--- src/rtl/fetch_queue_pkg.sv ---
// Core-wide fetch/decode constants and helpers shared by the fetch queue,
// the fetch stage and the decoder.
package fetch_queue_pkg;

  localparam int XLEN        = 32;
  localparam int FETCH_WIDTH = 2;

  // Canonical NOP (addi x0, x0, 0) driven on empty decode slots.
  localparam logic [XLEN-1:0] NOP_INST = 32'h0000_0013;

  // Bit positions within the fetch slot mask.
  localparam int MASK_SLOT0 = 0;
  localparam int MASK_SLOT1 = 1;

  // Number of valid slots in a fetch packet (0..2).
  function automatic logic [1:0] mask_popcount(input logic [FETCH_WIDTH-1:0] m);
    return {1'b0, m[MASK_SLOT0]} + {1'b0, m[MASK_SLOT1]};
  endfunction

endpackage

--- src/rtl/fetch_queue_if.sv ---
// Fetch-side and decode-side handshake bundle of the fetch queue.
// master = fetch/decode stages, slave = the queue itself.
interface fetch_queue_if
  import fetch_queue_pkg::*;
#(
  parameter int DEPTH = 8,
  parameter int XLEN  = fetch_queue_pkg::XLEN
);
  localparam int CW = $clog2(DEPTH) + 1;

  logic                   fetch_valid_i;
  logic [FETCH_WIDTH-1:0] fetch_mask_i;
  logic [XLEN-1:0]        fetch_pc_i;
  logic [XLEN-1:0]        inst_0_i;
  logic [XLEN-1:0]        inst_1_i;
  logic                   fetch_ready_o;
  logic [1:0]             dec_valid_o;
  logic [XLEN-1:0]        dec_inst_0_o;
  logic [XLEN-1:0]        dec_pc_0_o;
  logic [XLEN-1:0]        dec_inst_1_o;
  logic [XLEN-1:0]        dec_pc_1_o;
  logic [1:0]             dec_consume_i;
  logic [CW-1:0]          count_o;

  modport master (
    output fetch_valid_i, fetch_mask_i, fetch_pc_i, inst_0_i, inst_1_i, dec_consume_i,
    input  fetch_ready_o, dec_valid_o, dec_inst_0_o, dec_pc_0_o, dec_inst_1_o, dec_pc_1_o,
           count_o
  );

  modport slave (
    input  fetch_valid_i, fetch_mask_i, fetch_pc_i, inst_0_i, inst_1_i, dec_consume_i,
    output fetch_ready_o, dec_valid_o, dec_inst_0_o, dec_pc_0_o, dec_inst_1_o, dec_pc_1_o,
           count_o
  );

endinterface

--- src/rtl/fetch_queue_mem.sv ---
// Entry storage for the fetch queue: DEPTH x {pc, inst}, two write ports,
// two asynchronous read ports. Contents are not reset.
module fetch_queue_mem #(
  parameter int DEPTH = 8,
  parameter int W     = 64,
  parameter int AW    = $clog2(DEPTH)
) (
  input  logic          clock_i,
  input  logic          we0_i,
  input  logic [AW-1:0] waddr0_i,
  input  logic [W-1:0]  wdata0_i,
  input  logic          we1_i,
  input  logic [AW-1:0] waddr1_i,
  input  logic [W-1:0]  wdata1_i,
  input  logic [AW-1:0] raddr0_i,
  output logic [W-1:0]  rdata0_o,
  input  logic [AW-1:0] raddr1_i,
  output logic [W-1:0]  rdata1_o
);

  logic [DEPTH-1:0][W-1:0] mem_q, mem_d;

  // Merge both write ports; the queue never targets the same entry twice.
  always_comb begin
    mem_d = mem_q;
    if (we0_i) mem_d[waddr0_i] = wdata0_i;
    if (we1_i) mem_d[waddr1_i] = wdata1_i;
  end

  // Storage register, no reset: entries are only read once counted valid.
  always_ff @(posedge clock_i) begin
    mem_q <= mem_d;
  end

  assign rdata0_o = mem_q[raddr0_i];
  assign rdata1_o = mem_q[raddr1_i];

endmodule

--- src/rtl/fetch_queue.sv ---
// Compacting 2-in/2-out instruction buffer between fetch and decode.
// Valid fetch slots are packed contiguously at the tail; decode sees the
// two oldest entries and reports how many it took.
module fetch_queue
  import fetch_queue_pkg::*;
#(
  parameter int DEPTH = 8,
  parameter int XLEN  = fetch_queue_pkg::XLEN
) (
  input  logic          clock_i,
  input  logic          reset_i,
  input  logic          flush_i,
  fetch_queue_if.slave  q_if
);

  localparam int PW = $clog2(DEPTH);
  localparam int CW = PW + 1;
  localparam int EW = 2 * XLEN;

  logic [PW-1:0] head_q, head_d;
  logic [PW-1:0] tail_q, tail_d;
  logic [CW-1:0] count_q, count_d;

  logic          fetch_ready;
  logic          push_en;
  logic [1:0]    n_push;
  logic [1:0]    n_pop;
  logic [1:0]    cons_sat;
  logic [1:0]    avail;
  logic          we0, we1;
  logic [EW-1:0] wdata0, wdata1;
  logic [EW-1:0] rdata0, rdata1;
  logic [XLEN-1:0] pc_slot1;

  // Push/pop accounting and slot compaction for this cycle.
  always_comb begin
    // Ready looks only at the registered count: no path from decode.
    fetch_ready = (count_q <= CW'(DEPTH - 2));
    push_en     = q_if.fetch_valid_i & fetch_ready & ~flush_i;
    n_push      = push_en ? mask_popcount(q_if.fetch_mask_i) : 2'd0;
    pc_slot1    = q_if.fetch_pc_i + XLEN'(4);

    // Lowest valid slot lands at tail; slot1 goes to tail+1 only when both valid.
    we0    = push_en & (|q_if.fetch_mask_i);
    wdata0 = q_if.fetch_mask_i[MASK_SLOT0] ? {q_if.fetch_pc_i, q_if.inst_0_i}
                                           : {pc_slot1, q_if.inst_1_i};
    we1    = push_en & (&q_if.fetch_mask_i);
    wdata1 = {pc_slot1, q_if.inst_1_i};

    // Consume of 3 means 2; then saturate to what is actually presented.
    cons_sat = (q_if.dec_consume_i == 2'd3) ? 2'd2 : q_if.dec_consume_i;
    avail    = (count_q >= CW'(2)) ? 2'd2 : count_q[1:0];
    n_pop    = (cons_sat < avail) ? cons_sat : avail;

    head_d  = head_q + PW'(n_pop);
    tail_d  = tail_q + PW'(n_push);
    count_d = count_q + CW'(n_push) - CW'(n_pop);
    if (flush_i) begin
      head_d  = '0;
      tail_d  = '0;
      count_d = '0;
    end
  end

  // Pointer/occupancy registers; reset beats flush (flush handled in _d).
  always_ff @(posedge clock_i) begin
    if (reset_i) begin
      head_q  <= '0;
      tail_q  <= '0;
      count_q <= '0;
    end else begin
      head_q  <= head_d;
      tail_q  <= tail_d;
      count_q <= count_d;
    end
  end

  fetch_queue_mem #(.DEPTH(DEPTH), .W(EW)) u_mem (
    .clock_i  (clock_i),
    .we0_i    (we0),
    .waddr0_i (tail_q),
    .wdata0_i (wdata0),
    .we1_i    (we1),
    .waddr1_i (tail_q + PW'(1)),
    .wdata1_i (wdata1),
    .raddr0_i (head_q),
    .rdata0_o (rdata0),
    .raddr1_i (head_q + PW'(1)),
    .rdata1_o (rdata1)
  );

  // Decode view: invalid slots show NOP at PC 0 so stale entries never leak.
  always_comb begin
    q_if.dec_valid_o[0] = (count_q >= CW'(1));
    q_if.dec_valid_o[1] = (count_q >= CW'(2));
    q_if.dec_inst_0_o   = q_if.dec_valid_o[0] ? rdata0[XLEN-1:0]  : XLEN'(NOP_INST);
    q_if.dec_pc_0_o     = q_if.dec_valid_o[0] ? rdata0[EW-1:XLEN] : '0;
    q_if.dec_inst_1_o   = q_if.dec_valid_o[1] ? rdata1[XLEN-1:0]  : XLEN'(NOP_INST);
    q_if.dec_pc_1_o     = q_if.dec_valid_o[1] ? rdata1[EW-1:XLEN] : '0;
    q_if.fetch_ready_o  = fetch_ready;
    q_if.count_o        = count_q;
  end

endmodule

--- src/flat_wrapper.sv ---
// flat-port wrapper written by rule: the top's interface ports become plain ports
module fetch_queue_flat import fetch_queue_pkg::*;
#(
  parameter int DEPTH = 8,
  parameter int XLEN  = fetch_queue_pkg::XLEN
)
  (clock_i, reset_i, flush_i, q_if_fetch_valid_i, q_if_fetch_mask_i, q_if_fetch_pc_i, q_if_inst_0_i, q_if_inst_1_i, q_if_dec_consume_i, q_if_fetch_ready_o, q_if_dec_valid_o, q_if_dec_inst_0_o, q_if_dec_pc_0_o, q_if_dec_inst_1_o, q_if_dec_pc_1_o, q_if_count_o);
  fetch_queue_if #(.DEPTH(DEPTH), .XLEN(XLEN)) q_if_i ();
  input  logic clock_i;
  input  logic reset_i;
  input  logic flush_i;
  input wire logic [$bits(q_if_i.fetch_valid_i)-1:0] q_if_fetch_valid_i;
  input wire logic [$bits(q_if_i.fetch_mask_i)-1:0] q_if_fetch_mask_i;
  input wire logic [$bits(q_if_i.fetch_pc_i)-1:0] q_if_fetch_pc_i;
  input wire logic [$bits(q_if_i.inst_0_i)-1:0] q_if_inst_0_i;
  input wire logic [$bits(q_if_i.inst_1_i)-1:0] q_if_inst_1_i;
  input wire logic [$bits(q_if_i.dec_consume_i)-1:0] q_if_dec_consume_i;
  output wire logic [$bits(q_if_i.fetch_ready_o)-1:0] q_if_fetch_ready_o;
  output wire logic [$bits(q_if_i.dec_valid_o)-1:0] q_if_dec_valid_o;
  output wire logic [$bits(q_if_i.dec_inst_0_o)-1:0] q_if_dec_inst_0_o;
  output wire logic [$bits(q_if_i.dec_pc_0_o)-1:0] q_if_dec_pc_0_o;
  output wire logic [$bits(q_if_i.dec_inst_1_o)-1:0] q_if_dec_inst_1_o;
  output wire logic [$bits(q_if_i.dec_pc_1_o)-1:0] q_if_dec_pc_1_o;
  output wire logic [$bits(q_if_i.count_o)-1:0] q_if_count_o;
  assign q_if_i.fetch_valid_i = q_if_fetch_valid_i;
  assign q_if_i.fetch_mask_i = q_if_fetch_mask_i;
  assign q_if_i.fetch_pc_i = q_if_fetch_pc_i;
  assign q_if_i.inst_0_i = q_if_inst_0_i;
  assign q_if_i.inst_1_i = q_if_inst_1_i;
  assign q_if_i.dec_consume_i = q_if_dec_consume_i;
  assign q_if_fetch_ready_o = q_if_i.fetch_ready_o;
  assign q_if_dec_valid_o = q_if_i.dec_valid_o;
  assign q_if_dec_inst_0_o = q_if_i.dec_inst_0_o;
  assign q_if_dec_pc_0_o = q_if_i.dec_pc_0_o;
  assign q_if_dec_inst_1_o = q_if_i.dec_inst_1_o;
  assign q_if_dec_pc_1_o = q_if_i.dec_pc_1_o;
  assign q_if_count_o = q_if_i.count_o;
  fetch_queue #(.DEPTH(DEPTH), .XLEN(XLEN)) u_core (.clock_i(clock_i), .reset_i(reset_i), .flush_i(flush_i), .q_if(q_if_i));
endmodule
--- config.mk ---
export PLATFORM = sky130hd
export DESIGN_NAME = fetch_queue_flat
export DESIGN_NICKNAME = d
export VERILOG_FILES = /design/src/rtl/fetch_queue_pkg.sv /design/src/rtl/fetch_queue_if.sv /design/src/rtl/fetch_queue_mem.sv /design/src/rtl/fetch_queue.sv /design/src/flat_wrapper.sv
export SDC_FILE = /design/constraint.sdc
export NUM_CORES = 1
export LEC_CHECK = 0
export CAP_MARGIN = 0
export CORE_MARGIN = 2
export CORE_UTILIZATION = 26
export CTS_CLUSTER_DIAMETER = 200
export DETAILED_ROUTE_END_ITERATION = 16
export PLACE_DENSITY = 0.39
export SLEW_MARGIN = 30
export SYNTH_ARGS = -nofsm -noshare
export SYNTH_HDL_FRONTEND = slang
export SYNTH_SLANG_ARGS = --single-unit
--- constraint.sdc ---
create_clock -name clock_i -period 3.7 [get_ports clock_i]
set_clock_uncertainty 0.2 [all_clocks]
set_input_delay 0.74 -clock clock_i [delete_from_list [all_inputs] [get_ports clock_i]]
set_output_delay 0.74 -clock clock_i [all_outputs]
set_load 0.02 [all_outputs]
==> impl_metrics.env, run 1 <==
export IMPL_status="completed"
export IMPL_p_total_mw=26.7
export IMPL_synthArstFlopShare_pct=0
export IMPL_synth_edf_count=0
export IMPL_synthCells=2981
export IMPL_hp_start="u_core.u_mem.mem_q[289]$_DFF_P_"
export IMPL_crit_path_start_kind="flop"
export IMPL_dpl_cell_area_mm2=0.0349
export IMPL_first_pass_iters=5
export IMPL_die_height_um=341
export IMPL_min_path_type="reg2reg"
export IMPL_critPathCaptureType="output port"
export IMPL_seqCellArea_mm2=0.0105
export IMPL_fin_crit_sh_pct=99.3
export IMPL_final_area_mm2=0.0380
export IMPL_port_buffers=238
export IMPL_top_layer_used="met5"
export IMPL_routed_via_density=5.94
export IMPL_hold_buffers=0
export IMPL_clock_root_buffer="clkbuf_16"
export IMPL_fmax_mhz=272
export IMPL_wl_per_cell_um=30.3
export IMPL_finalNetCount=3345
export IMPL_yosys_cell_count_top_type="dfxtp_1"
export IMPL_hold_path_end="u_core.u_mem.mem_q[289]$_DFF_P_"
export IMPL_power_frac_seq_pct=28.6
export IMPL_pwr_share_comb_pct=45.0
export IMPL_insertion_delay_ns=0.62
export IMPL_start_util_pct=26.2
export IMPL_ys_ff_latch=522
export IMPL_num_vias=28300
export IMPL_wl_met2_um=69900
export IMPL_r2r_slack_ns=0.51
export IMPL_htreeDepth=3
export IMPL_multi_input_comb_area_mm2=0.0178
export IMPL_syn2layout_area_growth_pct=28.8
export IMPL_grt_use_total_pct=24.1
export IMPL_dp_hpwl_um=89100
export IMPL_synth_area_top_cells="dfxtp_1 35%, mux4_2 20%, o221a_2 10%, nand2_1 6.1%, a21oi_1 4.1%"
export IMPL_clock_path_buffers=3
export IMPL_layout_drive_gt1_share_pct=30.5
export IMPL_sw_frac_of_total_pct=39.0
export IMPL_wirelength_um=145000
export IMPL_io_pins=239
export IMPL_max_cap_viol_count=0
export IMPL_wl_met1_um=59300
export IMPL_yosys_warnings=0
export IMPL_switchingPower_mw=10.4
export IMPL_intPower_mw=16.3
export IMPL_grt_pass1_vias=28500
export IMPL_netlist_top_cells_count="522 x dfxtp_1, 479 x nand2_1, 269 x o221a_2"
export IMPL_placed_cells=4612
export IMPL_ys_types=76
export IMPL_cts_buffers_inserted=68
export IMPL_clk_pin_slew_worst_paths_ns=0.06
export IMPL_rr_endpoint="u_core.u_mem.mem_q[373]$_DFF_P_"
export IMPL_p_leak_nw=13.6
export IMPL_hold_viol=0
export IMPL_required_ns=2.76
export IMPL_grt_ovfl_total=0
export IMPL_worst_slew_pin_transition_ns=0.971
export IMPL_finalSetupViolCount=0
export IMPL_ir_drop_mv=0.472
export IMPL_synth_top_cell_area_share_pct=35.5
export IMPL_clock_sinks=522
export IMPL_rows=123
export IMPL_dieArea_mm2=0.116
export IMPL_die_w_um=341
export IMPL_p_per_area_mw_per_mm2=703
export IMPL_slew_headroom_pct=34.9
export IMPL_synth_area_per_cell_um2=9.89
export IMPL_fin_tns_setup_ns=0
export IMPL_detailedRoute_firstIterationViolations=2916
export IMPL_cts_tree="built"
export IMPL_maxSlewViolCount=0
export IMPL_crit_arrival_ns=2.74
export IMPL_grt_pass1_wl_um=207000
export IMPL_rsz0062_at_grt="yes"
export IMPL_finalNonFillerCells=4771
export IMPL_r2r_start="u_core.q_if.count_o[3]$_SDFF_PP0_"
export IMPL_hold_depth=2
export IMPL_worstSetupPathType="reg2out"
export IMPL_wl_met3_um=10800
export IMPL_worstRegToRegCells=8
export IMPL_nFillCells=11300
export IMPL_antenna_found_initial=5
export IMPL_p_clk_share_pct=26.4
export IMPL_path_max_fanout=21
export IMPL_yosysSeqAreaShare_pct=35.5
export IMPL_grt_max_degree=41
export IMPL_synthFlopType="dfxtp_1"
export IMPL_place_congestion=0.838
export IMPL_yosys_area_top_type="dfxtp_1"
export IMPL_min_period_ns=3.68
export IMPL_final_util_pct=33.8
export IMPL_coreArea_mm2=0.112
export IMPL_synthesis_nets=3104
export IMPL_netlist_area_mm2=0.0295
export IMPL_drc_errors=0
export IMPL_antenna_left=0
[flip-flops by register name, indices dropped and copies added, names as in the netlist]
register / cells
u_core.head_q: 3
u_core.u_mem.mem_q: 512
u_core.q_if.count_o: 4
u_core.tail_q: 3
[per-stage QoR]
stage / hold slack [ns] / worst slack, ns
6_report: 0.254 / 0.0244
5_1_grt: 0.276 / -0.0143
4_1_cts: 0.255 / -0.0633
3_5_place_dp: 0.249 / -0.0918
3_3_place_gp: 0.232 / -0.0707
2_1_floorplan: 0.224 / 0.294
[cells by family (layout without fill, tap and decap cells)]
| family | after synthesis | after routing | synth area share [%] |
|---|---|---|---|
| multiplexers | 356 | 356 | 23.0 |
| buffers and inverters | 367 | 656 | 5.12 |
| AND/OR/NAND/NOR | 782 | 782 | 11.3 |
| flip-flops | 522 | 522 | 35.5 |
| adder cells (fa/ha/maj) | 19 | 19 | 0.883 |
| XOR/XNOR | 30 | 30 | 0.892 |
| other | 0 | 1 | 0 |
| AO/OA/AOI/OAI | 905 | 905 | 23.4 |
[cells in the final DEF (no fill, tap or decap), types with 6 or more instances in the layout]
cell / count
o21ai_0: 101
nand4_1: 16
mux2i_1: 86
nor4_1: 10
ha_1: 15
and2_1: 10
o32ai_1: 19
a21boi_2: 8
and3_1: 9
mux4_2: 256
o22ai_1: 171
buf_16: 17
buf_6: 9
clkdlybuf4s50_1: 108
a211oi_1: 20
clkbuf_1: 9
buf_4: 184
dlygate4sd2_1: 96
nand2_1: 475
a21oi_1: 227
nor2_1: 149
clkbuf_8: 29
nand3_1: 37
bufbuf_16: 6
mux2i_2: 9
a21oi_2: 15
xnor2_1: 23
and4_1: 6
o221a_2: 269
dfxtp_1: 518
nor3_1: 29
inv_1: 38
o211ai_1: 8
o21a_1: 6
buf_12: 47
clkbuf_16: 70
clkdlybuf4s15_1: 10
[layout make-up]
| type | count | share of cell area, % |
|---|---|---|
| sequential | 522 | 27.6 |
| clock inverter | 10 | 0.419 |
| timing repair buffer | 496 | 13.9 |
| antenna | 1 | 0.00659 |
| clock buffer | 108 | 5.75 |
| tap | 1500 | 4.94 |
| inverter | 42 | 0.415 |
| multi-input combinational | 2092 | 47.0 |
[what timing repair did]
action / in CTS / in global routing
endpoints found under the hold margin: 0 / 0
gates cloned: 11 / 0
setup endpoints to repair: 124 / 28
pin swaps: 1 / 0
resized for setup: 199 / 32
buffers inserted: 21 / 8
[routing by layer]
metal,track usage (%),vias up
li1,-,12000
met1,30.8,14400
met2,40.9,1566
met3,4.22,316
met4,8.36,4
met5,0,-
[worst max-delay path, cell delays in order (launching register included)]
cell           delay [ns]
dfxtp_4              0.42
buf_16               0.21
bufbuf_16            0.37
mux4_2               0.51
nand2_1              0.10
a21oi_1              0.14
dlygate4sd2_1        0.36
[how the worst max path moves through the flow]
stage	depth (start not counted)	startpoint	endpoint
floorplan	17	u_core.q_if.count_o[3]$_SDFF_PP0_	u_core.q_if.count_o[2]$_SDFF_PP0_
global placement	10	q_if_fetch_mask_i[1]	u_core.u_mem.mem_q[425]$_DFF_P_
detailed placement	10	q_if_fetch_mask_i[1]	u_core.u_mem.mem_q[425]$_DFF_P_
CTS	8	u_core.head_q[0]$_SDFF_PP0_	q_if_dec_pc_1_o[18]
global route	6	u_core.head_q[0]$_SDFF_PP0_	q_if_dec_inst_1_o[11]
finish	6	u_core.head_q[0]$_SDFF_PP0_	q_if_dec_inst_1_o[11]
[power by group through the flow]
stage | sequential (mW) | combinational, mW | clock (mW)
2_1_floorplan | 7.36 | 6.89 | 0
3_3_place_gp | 7.59 | 12.2 | 0
3_5_place_dp | 7.68 | 12.3 | 0
4_1_cts | 7.58 | 12.1 | 7.16
5_1_grt | 7.73 | 12.8 | 7.37
6_report | 7.62 | 12.0 | 7.05
Power figures use the tool's default switching activity.
==> run 2, diff against run 1 <==
--- a/config.mk
+++ b/config.mk
@@ -11,7 +11,6 @@
 export CTS_CLUSTER_DIAMETER = 200
 export DETAILED_ROUTE_END_ITERATION = 16
 export PLACE_DENSITY = 0.39
-export SLEW_MARGIN = 30
 export SYNTH_ARGS = -nofsm -noshare
 export SYNTH_HDL_FRONTEND = slang
 export SYNTH_SLANG_ARGS = --single-unit
==> run 2 against run 1 <==
  * Worst hold slack improved by 0.0026 ns
  * Setup slack improved by 0.022 ns
  * Register-to-register slack got worse by 0.08 ns
  * Largest power group unchanged
  * Core utilization barely moved
  * Global-route usage down 0.074 points
  * Sequential power barely moved
  * Combinational power barely moved
  * Wire length down 0.44%
==> impl_metrics.env, run 2 (synthesis results as in run 1) <==
export IMPL_required_ns=2.76
export IMPL_layout_drive_gt1_share_pct=30.1
export IMPL_r2r_slack_ns=0.43
export IMPL_rr_endpoint="u_core.u_mem.mem_q[368]$_DFF_P_"
export IMPL_port_buffers=238
export IMPL_worst_slew_pin_transition_ns=1.18
export IMPL_finalNetCount=3337
export IMPL_crit_path_cell_trace="ha_4 -> buf_12 -> bufbuf_16 -> mux4_2 -> nand2_1 -> a21oi_2 -> dlygate4sd2_1"
export IMPL_dpl_cell_area_mm2=0.0349
export IMPL_cpPeakStageDelay_ns=0.40
export IMPL_hold_path_end="u_core.u_mem.mem_q[225]$_DFF_P_"
export IMPL_worstRegToRegCells=9
export IMPL_coreArea_mm2=0.112
export IMPL_crit_family="buffers and inverters"
export IMPL_grt_use_total_pct=24.0
export IMPL_crit_path_start_kind="flop"
export IMPL_ir_drop_mv=0.432
export IMPL_fmax_mhz=274
export IMPL_final_util_pct=33.7
export IMPL_clock_sinks=522
export IMPL_maxSlewViolCount=0
export IMPL_cts_tree="built"
export IMPL_r2r_start="u_core.q_if.count_o[3]$_SDFF_PP0_"
export IMPL_place_congestion=0.838
export IMPL_insertion_delay_ns=0.62
export IMPL_wl_per_cell_um=30.2
export IMPL_place_ws_ns=-0.0934
export IMPL_clk_pin_slew_worst_paths_ns=0.06
export IMPL_largest_register_ffs=512
export IMPL_final_cell_mix="518 x dfxtp_1, 475 x nand2_1, 269 x o221a_2"
export IMPL_status="completed"
export IMPL_crit_arrival_ns=2.71
export IMPL_drc_errors=0
export IMPL_min_path_type="reg2reg"
export IMPL_num_vias=28100
export IMPL_p_leak_nw=13.6
export IMPL_clock_root_buffer="clkbuf_16"
export IMPL_grt_ovfl_total=0
export IMPL_start_util_pct=26.2
export IMPL_n_antenna_cell=0
export IMPL_syn2layout_area_growth_pct=28.7
export IMPL_critPathBufInv=3
export IMPL_routed_via_density=5.89
export IMPL_htreeDepth=3
export IMPL_rsz0062_at_grt="no"
export IMPL_worstSetupPathType="reg2out"
export IMPL_first_pass_iters=7
export IMPL_hold_viol=0
export IMPL_final_setup_worst_slack_ns=0.0464
export IMPL_clock_path_buffers=3
export IMPL_dieArea_mm2=0.116
export IMPL_fin_crit_sh_pct=98.7
export IMPL_min_period_ns=3.65
export IMPL_final_common_cell="dfxtp_1"
export IMPL_critPathCaptureType="output port"
export IMPL_max_cap_viol_count=0
export IMPL_die_w_um=341
export IMPL_hp_start="u_core.u_mem.mem_q[225]$_DFF_P_"
export IMPL_whs_ns=0.257
export IMPL_cts_buffers_inserted=68
export IMPL_slowest_stage="dfxtp_4"
export IMPL_grt_max_degree=41
export IMPL_antenna_left=0
export IMPL_slew_headroom_pct=20.6
export IMPL_hold_depth=2
export IMPL_grt_pass1_wl_um=206000
export IMPL_final_area_mm2=0.0379
export IMPL_antenna_found_initial=1
export IMPL_regMostFlops="u_core.u_mem.mem_q"
export IMPL_detailedRoute_firstIterationViolations=2902
export IMPL_dp_hpwl_um=89100
export IMPL_grt_pass1_vias=28400
export IMPL_fin_tns_setup_ns=0
export IMPL_p_per_area_mw_per_mm2=703
export IMPL_hold_buffers=0
export IMPL_wirelength_um=144000
export IMPL_die_height_um=341
export IMPL_io_pins=239
export IMPL_path_max_fanout=12
export IMPL_finalSetupViolCount=0
export IMPL_rows=123
## run 2: cell types whose count changed in the layout (fill, tap and decap cells not counted), sizes merged, moves of 4 or more
cell	delta
dlygate4sd2	+5
clkbuf	-4
buf	-10
dlymetal6s2s	+4
clkdlybuf4s15	-8
clkinv	+5
## run 2: cell type report
class | count | area [µm²]
clock buffer | 105 | 2070
clock inverter | 18 | 265
fill | 11300 | 74600
inverter | 42 | 158
multi-input combinational | 2092 | 17800
sequential | 522 | 10500
tap | 1500 | 1880
timing repair buffer | 488 | 5260
## run 2: worst reg2reg max path: cells and delay by family (launching register included)
kind / cells / cell delay, ns
buf+inv: 3 / 0.57
compound gates: 5 / 1.79
flops: 1 / 0.39
fa+ha+maj: 1 / 0.25
## run 2: timing repair
action / in CTS / in global routing
buffers inserted: 16 / 3
setup endpoints to repair: 123 / 31
gates resized for setup: 193 / 22
cloned: 12 / 1
pin swaps: 1 / 0
## run 2: power breakdown
part           internal, mW  total [mW]  switching [mW]
Sequential             6.72        7.63           0.911
Clock                  4.17        7.01            2.84
Combinational          5.34        12.0            6.68
Total                  16.2        26.7            10.4
## run 2: through the flow
stage                     total power [mW]  instances
after CTS                             26.9       4763
after detailed placement              19.9       4612
final                                 26.7       4767
after global routing                  27.9       4767
after global placement                19.8       4612
after floorplan                       14.3       2981
## run 2: routing by layer
layer	GRT usage (%)	vias up	routed length (µm)
met5	0	-	0
met4	9.06	0	5350
met3	3.73	326	9660
met2	40.9	1465	69900
met1	30.6	14300	59200
li1	-	12000	-
## run 2: how the worst max path moves through the flow
stage                                                   end  cells after the start  slack [ns]                         startpoint
after CTS                               q_if_dec_pc_0_o[24]                      6       -0.16        u_core.head_q[1]$_SDFF_PP0_
after detailed placement    u_core.u_mem.mem_q[425]$_DFF_P_                     10       -0.09               q_if_fetch_mask_i[1]
final                                   q_if_dec_pc_1_o[11]                      7        0.05        u_core.head_q[0]$_SDFF_PP0_
after floorplan           u_core.q_if.count_o[2]$_SDFF_PP0_                     17        0.29  u_core.q_if.count_o[3]$_SDFF_PP0_
after global routing                   q_if_dec_inst_1_o[4]                      8       0.005        u_core.head_q[0]$_SDFF_PP0_
after global placement      u_core.u_mem.mem_q[425]$_DFF_P_                     10       -0.07               q_if_fetch_mask_i[1]
==> RTL change, RTL diff (settings of run 1) <==
Make the reset (`reset_i`) asynchronous in one clocked block.
--- a/src/rtl/fetch_queue.sv
+++ b/src/rtl/fetch_queue.sv
@@ -63,7 +63,7 @@
   end
 
   // Pointer/occupancy registers; reset beats flush (flush handled in _d).
-  always_ff @(posedge clock_i) begin
+  always_ff @(posedge clock_i or posedge reset_i) begin
     if (reset_i) begin
       head_q  <= '0;
       tail_q  <= '0;
Formal check against the unedited RTL: not equivalent (Yosys sat finds a counterexample within 4 cycles, from zero or initial values and one cycle with reset_i high; the reset may be asserted at any time).
==> RTL change against run 1 <==
  * The flow now finishes with violations (negative setup slack)
  * First-iteration DRC count is 2.1% higher
  * Sequential cell count stayed put
  * Wire length is 4.3% higher
  * Combinational power grew 61%
  * Cell count grew 1.6%
  * Worst hold slack better by 0.043 ns
  * Core utilization grew 0.76 points
  * Synthesized cell count up 1.3%
  * Synthesized area increased by 0.28%
  * Clock power fell by 5.8%
  * Worst setup slack lost 0.046 ns
  * Total power up 29%
  * Cell area grew 2.4%
  * Critical endpoint is now q_if_dec_inst_1_o[28]
  * Largest cell class unchanged
  * Largest power group unchanged
==> RTL change: results <==
set metrics [dict create \
    synth-async-reset-ratio_pct 1.916 \
    leakage_power_nw 13.62 \
    timing_startpoint_of_the_critical_path "u_core.head_q[0]" \
    synth_nets 3144 \
    inv_count 27 \
    pin_count_of_the_biggest_net_entering_global_routing 49 \
    multi_input_gates 2148 \
    drt_pre_antenna_iters 6 \
    non_clock_buffer_count 529 \
    reg2regPathDepth 13 \
    worstMarginPinSlew_ns 0.8963 \
    violations_in_the_final_reports "negative setup slack" \
    placed_area_sq_mm 0.03496 \
    finalHoldWorstSlack_ns 0.2972 \
    min-delay-start "u_core.u_mem.mem_q[103]" \
    areaGrowthSynthToFinish_pct 31.55 \
    grt_pass1_wl_um 214700 \
    multiInputGateArea_sq_mm 0.01835 \
    rr_endpoint "u_core.q_if.count_o[3]" \
    drt-total-wl_um 151000 \
    cp_max_fo 7 \
    worst_path_max_delay_cell "sky130_fd_sc_hd__dfrtp_4" \
    grtUsageTotal_pct 25.23 \
    outcome "finished, violations left" \
    worstHoldEndpoint "u_core.u_mem.mem_q[103]" \
    post_synth_num_cell_types 72 \
    critical_path.max_stage_delay_ns 0.55 \
    reg2reg_slack_ns 0.45 \
    setup-violations-final 2 \
    worst_slack_ns -0.02208 \
    n_fill_cell 11340 \
    post_route_cells_drive_above_1_share_pct 34.33 \
    grt_antenna_before_repair 2 \
]
RTL change: cell count changes in the layout (fill, tap and decap cells not counted), sizes merged, moves of 21 or more:
cell / change
a211oi: +83
o21ai: -45
nand2: +21
o22ai: -60
buf: +85
nor2: +156
a21oi: -49
dlygate4sd2: -63
RTL change: routing by layer:
metal	GRT usage, %	routed length (um)	up-vias
li1	-	-	12100
met4	9.407	6281	2
met1	32.49	62450	14440
met5	0	13	-
met3	4.234	11040	340
met2	42.28	71200	1539
RTL change: logic make-up after synthesis:
| family | after synthesis | share of synthesized area (%) |
|---|---|---|
| compound gates | 799 | 21.24 |
| xor+xnor | 27 | 0.8256 |
| fa+ha+maj | 19 | 0.8806 |
| buf+inv | 351 | 4.873 |
| flops | 522 | 35.53 |
| mux | 370 | 23.44 |
| simple gates | 933 | 13.22 |
RTL change: timing repair:
item,CTS,global route
endpoints found under the setup margin,126,80
cloned,24,5
resized for setup,470,76
pin swaps,19,14
setup buffers,44,11
